File: src/rtl/oam_dma_master_if.sv
// CPU-side 8-bit bus between an initiator (master) and a responder (slave).
// Read data comes back one cycle after the address (registered responder).
interface oam_dma_master_if;
   logic [15:0] bus_addr;
   logic        bus_cs_n;
   logic        bus_rw_n;
   logic [7:0]  bus_data_in;
   logic [7:0]  bus_data_out;
   logic        bus_data_oe;

   modport master (
      output bus_addr, bus_cs_n, bus_rw_n, bus_data_out, bus_data_oe,
      input  bus_data_in
   );

   modport slave (
      input  bus_addr, bus_cs_n, bus_rw_n, bus_data_out, bus_data_oe,
      output bus_data_in
   );
endinterface

File: src/rtl/oam_dma_master.sv
// NES sprite DMA: halts the CPU and copies XFER_LEN bytes from page {page,8'h00}
// into the PPU OAM data port, 3 bus cycles per byte (read, read-wait, write).
module oam_dma_master #(
   parameter logic [15:0] DEST_ADDR = 16'h2004,
   parameter int          XFER_LEN  = 256
) (
   input  logic                     clk,
   input  logic                     rst,
   input  logic                     start,
   input  logic [7:0]               page,
   oam_dma_master_if.master         bus,
   output logic                     busy,
   output logic                     cpu_halt,
   output logic                     done
);

   typedef enum logic [2:0] {IDLE, HALT, RD, RD_WAIT, WR} state_t;

   localparam logic [8:0] LAST = 9'(XFER_LEN - 1);

   state_t      r_state;
   logic [8:0]  r_cnt;
   logic [7:0]  r_page;
   logic [15:0] r_addr;
   logic        r_cs_n;
   logic        r_rw_n;
   logic [7:0]  r_data;
   logic        r_oe;
   logic        r_busy;
   logic        r_done;
   logic [8:0]  w_cnt_nxt;

   assign w_cnt_nxt = r_cnt + 9'd1;

   always_ff @(posedge clk) begin
      if (rst) begin
         r_state <= IDLE;
         r_cnt   <= '0;
         r_page  <= '0;
         r_addr  <= '0;
         r_cs_n  <= 1'b1;
         r_rw_n  <= 1'b1;
         r_data  <= '0;
         r_oe    <= 1'b0;
         r_busy  <= 1'b0;
         r_done  <= 1'b0;
      end else begin
         r_done <= 1'b0;
         case (r_state)
            IDLE: begin
               if (start) begin
                  r_state <= HALT;
                  r_page  <= page;
                  r_cnt   <= '0;
                  r_busy  <= 1'b1;
               end
            end
            HALT: begin
               r_state <= RD;
               r_addr  <= {r_page, r_cnt[7:0]};
               r_cs_n  <= 1'b0;
               r_rw_n  <= 1'b1;
            end
            RD: r_state <= RD_WAIT;
            RD_WAIT: begin
               // responder drives the byte during this second read cycle
               r_state <= WR;
               r_addr  <= DEST_ADDR;
               r_data  <= bus.bus_data_in;
               r_oe    <= 1'b1;
               r_rw_n  <= 1'b0;
            end
            WR: begin
               r_oe   <= 1'b0;
               r_rw_n <= 1'b1;
               r_data <= '0;
               if (r_cnt == LAST) begin
                  r_state <= IDLE;
                  r_addr  <= '0;
                  r_cs_n  <= 1'b1;
                  r_busy  <= 1'b0;
                  r_done  <= 1'b1;
               end else begin
                  // only the low byte addresses the source, so no page carry
                  r_state <= RD;
                  r_cnt   <= w_cnt_nxt;
                  r_addr  <= {r_page, w_cnt_nxt[7:0]};
               end
            end
            default: r_state <= IDLE;
         endcase
      end
   end

   assign bus.bus_addr     = r_addr;
   assign bus.bus_cs_n     = r_cs_n;
   assign bus.bus_rw_n     = r_rw_n;
   assign bus.bus_data_out = r_data;
   assign bus.bus_data_oe  = r_oe;
   assign busy             = r_busy;
   assign cpu_halt         = r_busy;
   assign done             = r_done;

endmodule

File: src/flat_wrapper.sv
// flat-port wrapper written by rule: the top's interface ports become plain ports
module oam_dma_master_flat 
#(
   parameter logic [15:0] DEST_ADDR = 16'h2004,
   parameter int          XFER_LEN  = 256
)
  (clk, rst, start, page, busy, cpu_halt, done, bus_bus_addr, bus_bus_cs_n, bus_bus_rw_n, bus_bus_data_out, bus_bus_data_oe, bus_bus_data_in);
  oam_dma_master_if bus_i ();
  input  logic clk;
  input  logic rst;
  input  logic start;
  input  logic [7:0] page;
  output logic busy;
  output logic cpu_halt;
  output logic done;
  output wire logic [$bits(bus_i.bus_addr)-1:0] bus_bus_addr;
  output wire logic [$bits(bus_i.bus_cs_n)-1:0] bus_bus_cs_n;
  output wire logic [$bits(bus_i.bus_rw_n)-1:0] bus_bus_rw_n;
  output wire logic [$bits(bus_i.bus_data_out)-1:0] bus_bus_data_out;
  output wire logic [$bits(bus_i.bus_data_oe)-1:0] bus_bus_data_oe;
  input wire logic [$bits(bus_i.bus_data_in)-1:0] bus_bus_data_in;
  assign bus_bus_addr = bus_i.bus_addr;
  assign bus_bus_cs_n = bus_i.bus_cs_n;
  assign bus_bus_rw_n = bus_i.bus_rw_n;
  assign bus_bus_data_out = bus_i.bus_data_out;
  assign bus_bus_data_oe = bus_i.bus_data_oe;
  assign bus_i.bus_data_in = bus_bus_data_in;
  oam_dma_master #(.DEST_ADDR(DEST_ADDR), .XFER_LEN(XFER_LEN)) u_core (.clk(clk), .rst(rst), .start(start), .page(page), .bus(bus_i), .busy(busy), .cpu_halt(cpu_halt), .done(done));
endmodule
File: config.mk
export PLATFORM = sky130hd
export DESIGN_NAME = oam_dma_master_flat
export DESIGN_NICKNAME = d
export VERILOG_FILES = /design/src/rtl/oam_dma_master_if.sv /design/src/rtl/oam_dma_master.sv /design/src/flat_wrapper.sv
export SDC_FILE = /design/constraint.sdc
export NUM_CORES = 1
export LEC_CHECK = 0
export CAP_MARGIN = 40
export CORE_ASPECT_RATIO = 2
export CORE_MARGIN = 3
export CORE_UTILIZATION = 49
export CTS_CLUSTER_DIAMETER = 100
export DETAILED_ROUTE_END_ITERATION = 7
export GPL_TIMING_DRIVEN = 0
export PLACE_DENSITY = 0.9
export SLEW_MARGIN = 10
export SYNTH_ARGS = -nofsm -noshare
export SYNTH_HDL_FRONTEND = slang
export SYNTH_SLANG_ARGS = --single-unit
export TNS_END_PERCENT = 1
File: constraint.sdc
create_clock -name clk -period 3.4 [get_ports clk]
set_clock_uncertainty 0.1 [all_clocks]
set_input_delay 0.34 -clock clk [delete_from_list [all_inputs] [get_ports clk]]
set_output_delay 0.34 -clock clk [all_outputs]
set_load 0.005 [all_outputs]
==> results.tsv, run 1 <==
stage	metric	value	unit
sta	final-setup-viol-count	0	
clock_network	clock_sinks	49	
placed_design	dp_hpwl	4020	um
sta	finalCriticalPeriod	2.72	ns
clock_network	cts_resized	0	
sta	max_freq	367	MHz
clock_network	cts_tree	yes	
synthesis	synth_flop_cell	dfxtp_1	
sta	hold_violations	0	
global_routing	grt_pass1_vias	1973	
synthesis	synth_edf_count	0	
route	routed-wl-met2	2940	um
critical_path	max_stage_delay	0.48	ns
pwr	power_density	416	nW/um^2
sta	tns	0	ns
floorplan	core_area	4130	sq um
run_status	status	finished, final reports clean	
synthesis	synth-seq-area-share	46.8	%
pwr	p_int	831	uW
clock_network	htree_num_levels	2	
floorplan	fp.dieW	52.2	um
route	drc	0	
floorplan	fp.dieH	98.5	um
finish	syn_to_final_growth	30.0	%
finish	n_fill_cell	338	
sta	relSlewSlack	46.5	%
pwr	p_leak	0.000962	uW
finish	layout-drive-gt1-share	7.21	%
finish	ff_latch_area	981	sq um
placed_design	gp_congestion	0.900	
min_path	worstHoldPathType	input port to flip-flop	
route	vias	2044	
route	wl_met3	324	um
critical_path	cp_data_required_time	3.52	ns
route	met1_length	2040	um
route	wl	5440	um
sta	rsz0062_at_grt	false	
critical_path	cp_max_fo	9	
placed_design	port_buffers	47	
sta	final_max_slew_viol_count	0	
critical_path	cp-end-kind	flip-flop	
synthesis	ys_types	40	
critical_path	cp_cell_sequence	ha_1 > nand3_1 > nor2_1 > ha_1 > or4b_1 > buf_2 > or3_1 > a311oi_1	
critical_path	cp_slowest_cell	or4b_1	
floorplan	rows	33	
global_routing	antenna_found_initial	0	
critical_path	cp.arrival	2.84	ns
critical_path	critPathLaunchType	flip-flop	
finish	multiInputGateArea	1020	sq um
critical_path	r2r_cells	8	
route	final_antenna_net_count	0	
critical_path	critical_path_class	flip-flop to flip-flop	
finish	fin_util	66.0	%
pwr	pwr-share-clk	29.9	%
clock_network	worstSkewPairLatency	0.32	ns
clock_network	path_clk_slew	0.09	ns
floorplan	start_util	50.8	%
clock_network	cts_hold_buffers	0	
synthesis	synth_area	2100	sq um
floorplan	die_area	5150	sq um
clock_network	clockBufferDepth	2	
clock_network	post_cts_buffers	0	
synthesis	syn_inst	249	
route	drt_iter0_drc	59	
finish	final_cell_area	2730	sq um
finish	n_antenna_cell	0	
critical_path	cp.depth	8	
synthesis	synthArstFlopShare	0	%
synthesis	synth_seq_cells	49	
pwr	ir_drop	394	uV
global_routing	grt_pass1_wl	8830	um
critical_path	cp_top_family	simple AND/OR/NAND/NOR gates	
pwr	p_sw	304	uW
floorplan	ios	49	
route	vias_per_cell	5.73	
global_routing	grt_max_degree	16	
route	routedWlPerCell	15.2	um
sta	worst_pin_slew	0.800	ns
pwr	seqPwrFrac	54.6	%
finish	layout.nets	326	
global_routing	gr-total-overflow	0	
global_routing	grt_use_total	22.6	%
route	firstDrtPassIters	5	
synthesis	synth_nets	271	
clock_network	cts-root-buf	clkbuf_8	
synthesis	avgSynthCellArea	8.42	sq um
critical_path	path_common_cell	ha_1	
pwr	switching_share	26.8	%
synthesis	yosysWarningCount	0	
sta	timing.final.crit_share	80.1	%
pwr	power.total	1130	uW
clock_network	cts_buffers	5	
min_path	holdPathStages	3	
route	highest_layer	met4	
run	maxCapViolCount	0	
critical_path	path_buf_inv	1	
pwr	power_frac_comb	15.5	%
placed_design	place_area	2640	sq um
==> layout make-up <==
cell class                      instances  area share [%]
Inverter                                4           0.551
Multi-Input combinational cell        178            37.5
Clock inverter                          3           0.643
Tap cell                               52            2.39
Clock buffer                            5            2.53
Sequential cell                        49            36.0
Buffer                                 18            2.85
Timing Repair Buffer                   48            17.5
==> synth_stat cells (3+ instances only) <==
| cell | n | area [sq um] |
|---|---|---|
| a21oi_1 | 28 | 140 |
| a311oi_1 | 8 | 70.1 |
| nor2b_1 | 5 | 31.3 |
| dfxtp_1 | 49 | 981 |
| inv_1 | 4 | 15.0 |
| o21ai_0 | 13 | 65.1 |
| nor3_1 | 6 | 30.0 |
| nand3_1 | 5 | 25.0 |
| a22oi_1 | 7 | 52.6 |
| ha_1 | 3 | 37.5 |
| a22o_1 | 6 | 52.6 |
| buf_2 | 5 | 25.0 |
| nand2_1 | 27 | 101 |
| nor2_1 | 31 | 116 |
| nand2b_1 | 5 | 31.3 |
| clkbuf_1 | 12 | 45.0 |
| or3_1 | 3 | 18.8 |
==> cells in the final DEF, fill, tap and decap left out, types with 2 or more instances in the layout <==
cell             instances
a2111oi_0                2
a211oi_1                 2
a21oi_1                 28
a22o_1                   6
a22oi_1                  7
a311oi_1                 8
a31oi_1                  2
and2_1                   2
buf_2                    5
buf_4                    2
clkbuf_1                12
clkbuf_8                 5
clkdlybuf4s50_1         47
clkinv_2                 2
dfxtp_1                 49
ha_1                     3
inv_1                    4
nand2_1                 27
nand2b_1                 5
nand3_1                  5
nor2_1                  31
nor2b_1                  5
nor3_1                   6
nor4_1                   2
nor4b_2                  2
o21a_1                   2
o21ai_0                 13
o22ai_1                  2
or3_1                    3
or3b_2                   2
==> cells by family (layout without fill, tap and decap cells) <==
logic type,after synthesis,count (layout),share of synthesized area (%)
and+or+nand+nor,98,98,23.3
AOI/OAI and AO/OA,76,76,23.3
DFF,49,49,46.8
xor gates and xnor gates,1,1,0.418
buffers and inverters,22,78,4.42
adders and majority gates,3,3,1.79
==> routing by layer <==
metal | vias to the layer above | GRT usage (%)
met2 | 69 | 39.6
met1 | 962 | 24.3
met4 | 0 | 10.8
met3 | 14 | 5.75
li1 | 999 | -
met5 | - | 0
==> power groups by stage <==
stage	Clock (uW)	Combinational (uW)	Sequential, uW
2_1_floorplan	0	89.0	630
3_3_place_gp	0	170	630
3_5_place_dp	0	176	632
4_1_cts	340	177	619
5_1_grt	361	195	622
6_report	339	176	619
==> sequential cells by signal (all words and copies together) (netlist names) <==
register and count:
u_core.busy 1, u_core.r_page 8, u_core.bus.bus_cs_n 1, u_core.bus.bus_rw_n 1, u_core.r_cnt 9, u_core.bus.bus_data_oe 1
u_core.bus.bus_addr 16, u_core.done 1, u_core.r_state 3, u_core.bus.bus_data_out 8
==> path summary, 6_finish.rpt <==
path / from / end / slack [ns]
worst min-delay path: rst / u_core.bus.bus_rw_n$_SDFFE_PP1P_ / 0.29
worst max register to register: u_core.r_cnt[0]$_SDFFE_PP0P_ / u_core.bus.bus_addr[5]$_SDFFE_PP0P_ / 0.68
worst max-delay path: u_core.r_cnt[0]$_SDFFE_PP0P_ / u_core.bus.bus_addr[5]$_SDFFE_PP0P_ / 0.68
worst min register to register: u_core.r_page[0]$_SDFFE_PP0P_ / u_core.r_page[0]$_SDFFE_PP0P_ / 0.36
==> worst min-delay path, stage by stage <==
cell      delay (ns)
clkbuf_1        0.11
inv_1           0.14
nand2_1         0.07
==> through the flow <==
step | hold slack (ns) | setup WS [ns] | instances
finish | 0.294 | 0.677 | 357
floorplan | 0.336 | 1.02 | 249
global placement | 0.342 | 0.782 | 348
global route | 0.331 | 0.542 | 357
CTS | 0.284 | 0.712 | 357
detailed placement | 0.350 | 0.745 | 349
Power figures use the tool's default switching activity.
==> run 2, diff against run 1 <==
--- a/config.mk
+++ b/config.mk
@@ -8,11 +8,11 @@
 export CAP_MARGIN = 40
 export CORE_ASPECT_RATIO = 2
 export CORE_MARGIN = 3
-export CORE_UTILIZATION = 49
+export CORE_UTILIZATION = 44
 export CTS_CLUSTER_DIAMETER = 100
 export DETAILED_ROUTE_END_ITERATION = 7
 export GPL_TIMING_DRIVEN = 0
-export PLACE_DENSITY = 0.9
+export PLACE_DENSITY = 0.86
 export SLEW_MARGIN = 10
 export SYNTH_ARGS = -nofsm -noshare
 export SYNTH_HDL_FRONTEND = slang
==> constraint.sdc (replaced) <==
create_clock -name clk -period 2.32 [get_ports clk]
set_clock_uncertainty 0.1 [all_clocks]
set_input_delay 0.232 -clock clk [delete_from_list [all_inputs] [get_ports clk]]
set_output_delay 0.232 -clock clk [all_outputs]
set_load 0.005 [all_outputs]
==> run 2 against run 1 <==
Sequential cell count stayed put. Maximum frequency up 18%. Critical endpoint is now u_core.bus.bus_addr[3]$_SDFFE_PP0P_. Register-to-register slack got worse by 0.66 ns. Total power rose by 48%. Count of clock-buffer cells in the layout unchanged. Critical path type unchanged. Global-route usage down 0.32 points. Utilization decreased by 2.4 points.
==> results.tsv, run 2 (synthesis gave the netlist of run 1 again) <==
stage	metric	value	unit
critical_path	cp_slowest_cell	or4b_4	
finish	largest_register_ffs	16	
route	wl_met3	452	um
finish	n_fill_cell	381	
floorplan	die_area	5680	sq um
run_status	status	finished, final reports clean	
sta	timing.final.crit_share	99.4	%
floorplan	ios	49	
pwr	p_leak	0.00100	uW
route	firstDrtPassIters	4	
global_routing	grt_max_degree	16	
critical_path	max_stage_delay	0.55	ns
global_routing	gr-total-overflow	0	
critical_path	r2r_cells	7	
route	vias_per_cell	5.85	
clock_network	path_clk_slew	0.09	ns
route	highest_layer	met4	
route	wl	5880	um
clock_network	cts-root-buf	clkbuf_8	
floorplan	fp.dieW	54.8	um
finish	layout-drive-gt1-share	12.9	%
placed_design	port_buffers	47	
route	drc	0	
sta	finalCriticalPeriod	2.31	ns
sta	rsz0062_at_grt	true	
pwr	power_density	591	nW/um^2
critical_path	cp_top_family	simple AND/OR/NAND/NOR gates	
sta	relSlewSlack	54.2	%
global_routing	grt_pass1_vias	2137	
route	routedWlPerCell	16.1	um
clock_network	cts_buffers	5	
sta	worst_pin_slew	0.686	ns
critical_path	cp_data_required_time	2.44	ns
sta	final-setup-viol-count	0	
critical_path	critPathLaunchType	flip-flop	
finish	final_cell_mix	47 x clkdlybuf4s50_1, 47 x dfxtp_1, 30 x nor2_1, 27 x nand2_1, 27 x a21oi_1	
critical_path	cp_cell_sequence	buf_2 > nand4_1 > nor2_1 > ha_2 > or4b_4 > or3_4 > a311oi_2	
clock_network	clock_sinks	49	
min_path	worstHoldPathType	input port to flip-flop	
route	routed-wl-met2	3170	um
sta	max_freq	434	MHz
global_routing	grt_pass1_wl	9670	um
critical_path	cp_max_fo	8	
sta	hold_violations	0	
clock_network	cts_tree	yes	
floorplan	rows	34	
clock_network	worstSkewPairLatency	0.31	ns
floorplan	core_area	4470	sq um
floorplan	fp.dieH	104	um
critical_path	cp.depth	7	
min_path	holdPathStages	3	
critical_path	critical_path_class	flip-flop to flip-flop	
finish	n_antenna_cell	0	
route	final_antenna_net_count	0	
route	met1_length	2130	um
placed_design	gp_congestion	0.900	
floorplan	start_util	46.9	%
sta	whs	0.225	ns
route	drt_iter0_drc	66	
sta	final_max_slew_viol_count	0	
clock_network	clockBufferDepth	2	
critical_path	path_buf_inv	1	
run	maxCapViolCount	0	
critical_path	r2r_setup_slack	0.01	ns
clock_network	htree_num_levels	2	
global_routing	antenna_found_initial	0	
placed_design	dp_hpwl	3970	um
pwr	ir_drop	667	uV
placed_design	place_area	2650	sq um
global_routing	grt_use_total	22.3	%
critical_path	cp-end-kind	flip-flop	
finish	syn_to_final_growth	35.6	%
finish	layout.nets	332	
route	vias	2135	
clock_network	cts_hold_buffers	0	
critical_path	cp.arrival	2.43	ns
finish	final_cell_area	2840	sq um
[run 2: metal layers]
| layer | GRT usage [%] | vias up |
|---|---|---|
| met5 | 0 | - |
| met4 | 11.2 | 0 |
| met3 | 5.17 | 13 |
| met2 | 37.2 | 96 |
| met1 | 24.7 | 1017 |
| li1 | - | 1009 |
[run 2: worst paths after layout]
| path | startpoint | end |
|---|---|---|
| setup / recovery | u_core.r_cnt[4]$_SDFFE_PP0P_ | u_core.bus.bus_addr[3]$_SDFFE_PP0P_ |
| setup reg to reg | u_core.r_cnt[4]$_SDFFE_PP0P_ | u_core.bus.bus_addr[3]$_SDFFE_PP0P_ |
| hold reg to reg | u_core.r_page[4]$_SDFFE_PP0P_ | u_core.r_page[4]$_SDFFE_PP0P_ |
| hold / removal | rst | u_core.bus.bus_rw_n$_SDFFE_PP1P_ |
[run 2: layout make-up]
cell class	instances	area, sq um	area share [%]
inverters	4	15.0	0.528
clock buffers	5	68.8	2.42
flip-flops and latches	49	986	34.7
well taps	54	67.6	2.38
multi-input cells	178	1080	38.2
plain buffers	17	72.6	2.55
repair buffers	55	531	18.7
clock inverters	3	17.5	0.616
[run 2: stage by stage]
| stage | setup TNS, ns | utilization [%] | power [uW] | instances | setup WS, ns |
|---|---|---|---|---|---|
| 4_1_cts | -0.0105 | 63.3 | 1670 | 364 | -0.0105 |
| 3_5_place_dp | -1.76 | 59.2 | 1180 | 351 | -0.205 |
| 6_report | 0 | 63.6 | 1680 | 365 | 0.0134 |
| 2_1_floorplan | 0 | - | 1050 | 249 | 0.0370 |
| 3_3_place_gp | -1.07 | 59.1 | 1170 | 350 | -0.161 |
| 5_1_grt | -0.0794 | 63.6 | 1740 | 365 | -0.0455 |
[run 2: where the power goes]
part           internal (uW)  total (uW)  switching (uW)
Clock                    208         502             294
Combinational            133         270             137
Sequential               880         907            27.1
[run 2: worst register-to-register path, delay by kind of cell (launching register included)]
family,cells,cell delay [ns]
flip-flops,1,0.31
adder cells (fa/ha/maj),1,0.20
AO/OA/AOI/OAI,1,0.26
buffers and inverters,1,0.16
AND/OR/NAND/NOR,4,1.19
[run 2: what timing repair did]
| action | in CTS | in global routing |
|---|---|---|
| hold endpoints to repair | 0 | 0 |
| resized for setup | 12 | 3 |
| setup buffers | 5 | 2 |
| setup endpoints to repair | 19 | 8 |
| pin swaps | 3 | 3 |
==> run 3, diff against run 2 <==
--- a/config.mk
+++ b/config.mk
@@ -8,11 +8,11 @@
 export CAP_MARGIN = 40
 export CORE_ASPECT_RATIO = 2
 export CORE_MARGIN = 3
-export CORE_UTILIZATION = 44
+export CORE_UTILIZATION = 40
 export CTS_CLUSTER_DIAMETER = 100
 export DETAILED_ROUTE_END_ITERATION = 7
 export GPL_TIMING_DRIVEN = 0
-export PLACE_DENSITY = 0.86
+export PLACE_DENSITY = 0.8
 export SLEW_MARGIN = 10
 export SYNTH_ARGS = -nofsm -noshare
 export SYNTH_HDL_FRONTEND = slang
==> run 3 against run 2 <==
Combinational power is essentially flat. Register-to-register slack barely moved. Global-route usage is 2.8 points lower. Sequential share of layout area down 0.94 points. Critical path depth increased by 1. Sequential power decreased by 0.7%. First-iteration DRC count increased by 1.5%. Total power grew 6.9%. Via count rose by 0.56%. Die area up 9.2%. Non-clock buffer count rose by 10. Worst setup slack better by 0.0068 ns. Critical path type unchanged. Critical endpoint is now u_core.bus.bus_addr[7]$_SDFFE_PP0P_. Largest cell class unchanged. Largest power group unchanged.
==> results.tsv, run 3 (synthesis gave the netlist of run 1 again) <==
stage	metric	value	unit
placed_design	place_ws	-0.185	ns
critical_path	path_buf_inv	1	
finish	fin_util	60.0	%
placed_design	placed_cells	354	
route	firstDrtPassIters	5	
finish	layout.cells.non_filler	378	
placed_design	gp_congestion	0.909	
critical_path	cp.depth	8	
floorplan	start_util	42.3	%
clock_network	cts_hold_buffers	0	
run	maxCapViolCount	0	
critical_path	cp_cell_sequence	ha_4 > nand3_2 > nor2_2 > ha_2 > or4b_4 > buf_6 > or3_1 > a311oi_2	
global_routing	grt_use_total	19.5	%
clock_network	cts_tree	yes	
route	vias	2147	
critical_path	cp_max_fo	5	
critical_path	critical_path_class	flip-flop to flip-flop	
finish	syn_to_final_growth	41.9	%
critical_path	cp_data_required_time	2.44	ns
floorplan	die_area	6200	sq um
clock_network	path_clk_slew	0.10	ns
clock_network	cts-root-buf	clkbuf_8	
clock_network	worstSkewPairLatency	0.30	ns
route	vias_per_cell	5.68	
sta	final_max_slew_viol_count	0	
floorplan	ios	49	
sta	tns	0	ns
floorplan	fp.dieH	108	um
sta	worst_slack	0.0202	ns
sta	finalCriticalPeriod	2.30	ns
global_routing	grt_pass1_vias	2101	
route	final_antenna_net_count	0	
clock_network	cts_buffers	5	
floorplan	core_area	4950	sq um
pwr	p_leak	0.00107	uW
pwr	power_density	603	nW/um^2
route	drt_iter0_drc	67	
placed_design	dp_hpwl	3960	um
sta	max_freq	435	MHz
critical_path	critPathLaunchType	flip-flop	
critical_path	cp_slowest_cell	or4b_4	
sta	whs	0.169	ns
global_routing	antenna_found_initial	0	
min_path	holdPathStages	3	
global_routing	gr-total-overflow	0	
global_routing	grt_pass1_wl	9480	um
critical_path	cp.arrival	2.42	ns
critical_path	cp_top_family	simple AND/OR/NAND/NOR gates	
pwr	ir_drop	550	uV
sta	hold_violations	0	
route	wl	6100	um
route	routedWlPerCell	16.1	um
finish	largest_register_ffs	16	
sta	worst_pin_slew	0.739	ns
clock_network	clockBufferDepth	2	
critical_path	r2r_cells	8	
sta	timing.final.crit_share	99.1	%
run_status	status	finished, final reports clean	
route	drc	0	
clock_network	clock_sinks	49	
finish	n_antenna_cell	0	
critical_path	max_stage_delay	0.50	ns
clock_network	htree_num_levels	2	
finish	layout_commonest_cell	clkdlybuf4s50_1	
floorplan	fp.dieW	57.2	um
sta	relSlewSlack	50.6	%
finish	n_fill_cell	422	
finish	layout-drive-gt1-share	17.1	%
finish	layout.nets	342	
placed_design	port_buffers	47	
sta	rsz0062_at_grt	true	
finish	final_cell_mix	47 x clkdlybuf4s50_1, 43 x dfxtp_1, 30 x nor2_1, 27 x nand2_1, 27 x a21oi_1	
global_routing	grt_max_degree	17	
floorplan	rows	36	
min_path	worstHoldPathType	input port to flip-flop	
critical_path	cp-end-kind	flip-flop	
sta	final-setup-viol-count	0	
## run 3: cell types whose count changed in the layout (fill, tap and decap cells not counted), sizes merged
cell and change:
clkinv -1, bufinv +1, buf +10, inv +1, clkinvlp -1
## run 3: where the power goes
part	switching, uW	internal, uW
combinational	136	134
clock	300	323
sequential	27.4	874
total	463	1330
## run 3: layout make-up
class	instances	area, sq um	area share, %
multi-input combinational	178	1090	36.6
inverter	4	15.0	0.505
sequential	49	1000	33.7
clock buffer	5	68.8	2.31
tap	57	71.3	2.40
buffer	17	78.8	2.65
clock inverter	3	43.8	1.47
timing repair buffer	65	603	20.3
## run 3: through the flow
step / cell area, sq um / total power (uW)
after detailed placement: 2650 / 1180
after floorplan: 2100 / 1050
after CTS: 2910 / 1800
after global placement: 2640 / 1180
after global routing: 2970 / 1860
final: 2970 / 1790
## run 3: final timing paths
check,start,end,slack [ns]
setup / recovery,u_core.r_cnt[0]$_SDFFE_PP0P_,u_core.bus.bus_addr[7]$_SDFFE_PP0P_,0.02
hold / removal,rst,u_core.bus.bus_rw_n$_SDFFE_PP1P_,0.17
setup reg to reg,u_core.r_cnt[0]$_SDFFE_PP0P_,u_core.bus.bus_addr[7]$_SDFFE_PP0P_,0.02
hold reg to reg,u_core.r_page[6]$_SDFFE_PP0P_,u_core.r_page[6]$_SDFFE_PP0P_,0.36
## run 3: worst min-delay path: cells and delay by family
| family | cells | cell delay (ns) |
|---|---|---|
| and+or+nand+nor | 1 | 0.05 |
| buffers and inverters | 2 | 0.24 |
## run 3: routing by layer
metal | part of all wire, % | global-route usage (%) | vias to the layer above
met2 | 53 | 35.4 | 93
li1 | - | - | 1031
met4 | 4.8 | 12.4 | 0
met3 | 5.1 | 2.75 | 23
met1 | 37 | 20.5 | 1000
met5 | 0 | 0 | -
## run 3: timing repair
item / 4_1_cts / 5_1_grt
endpoints found under the setup margin: 19 / 9
pin swaps: 8 / 4
gates cloned: 1 / 0
gates resized for setup: 15 / 11
buffers inserted: 11 / 5
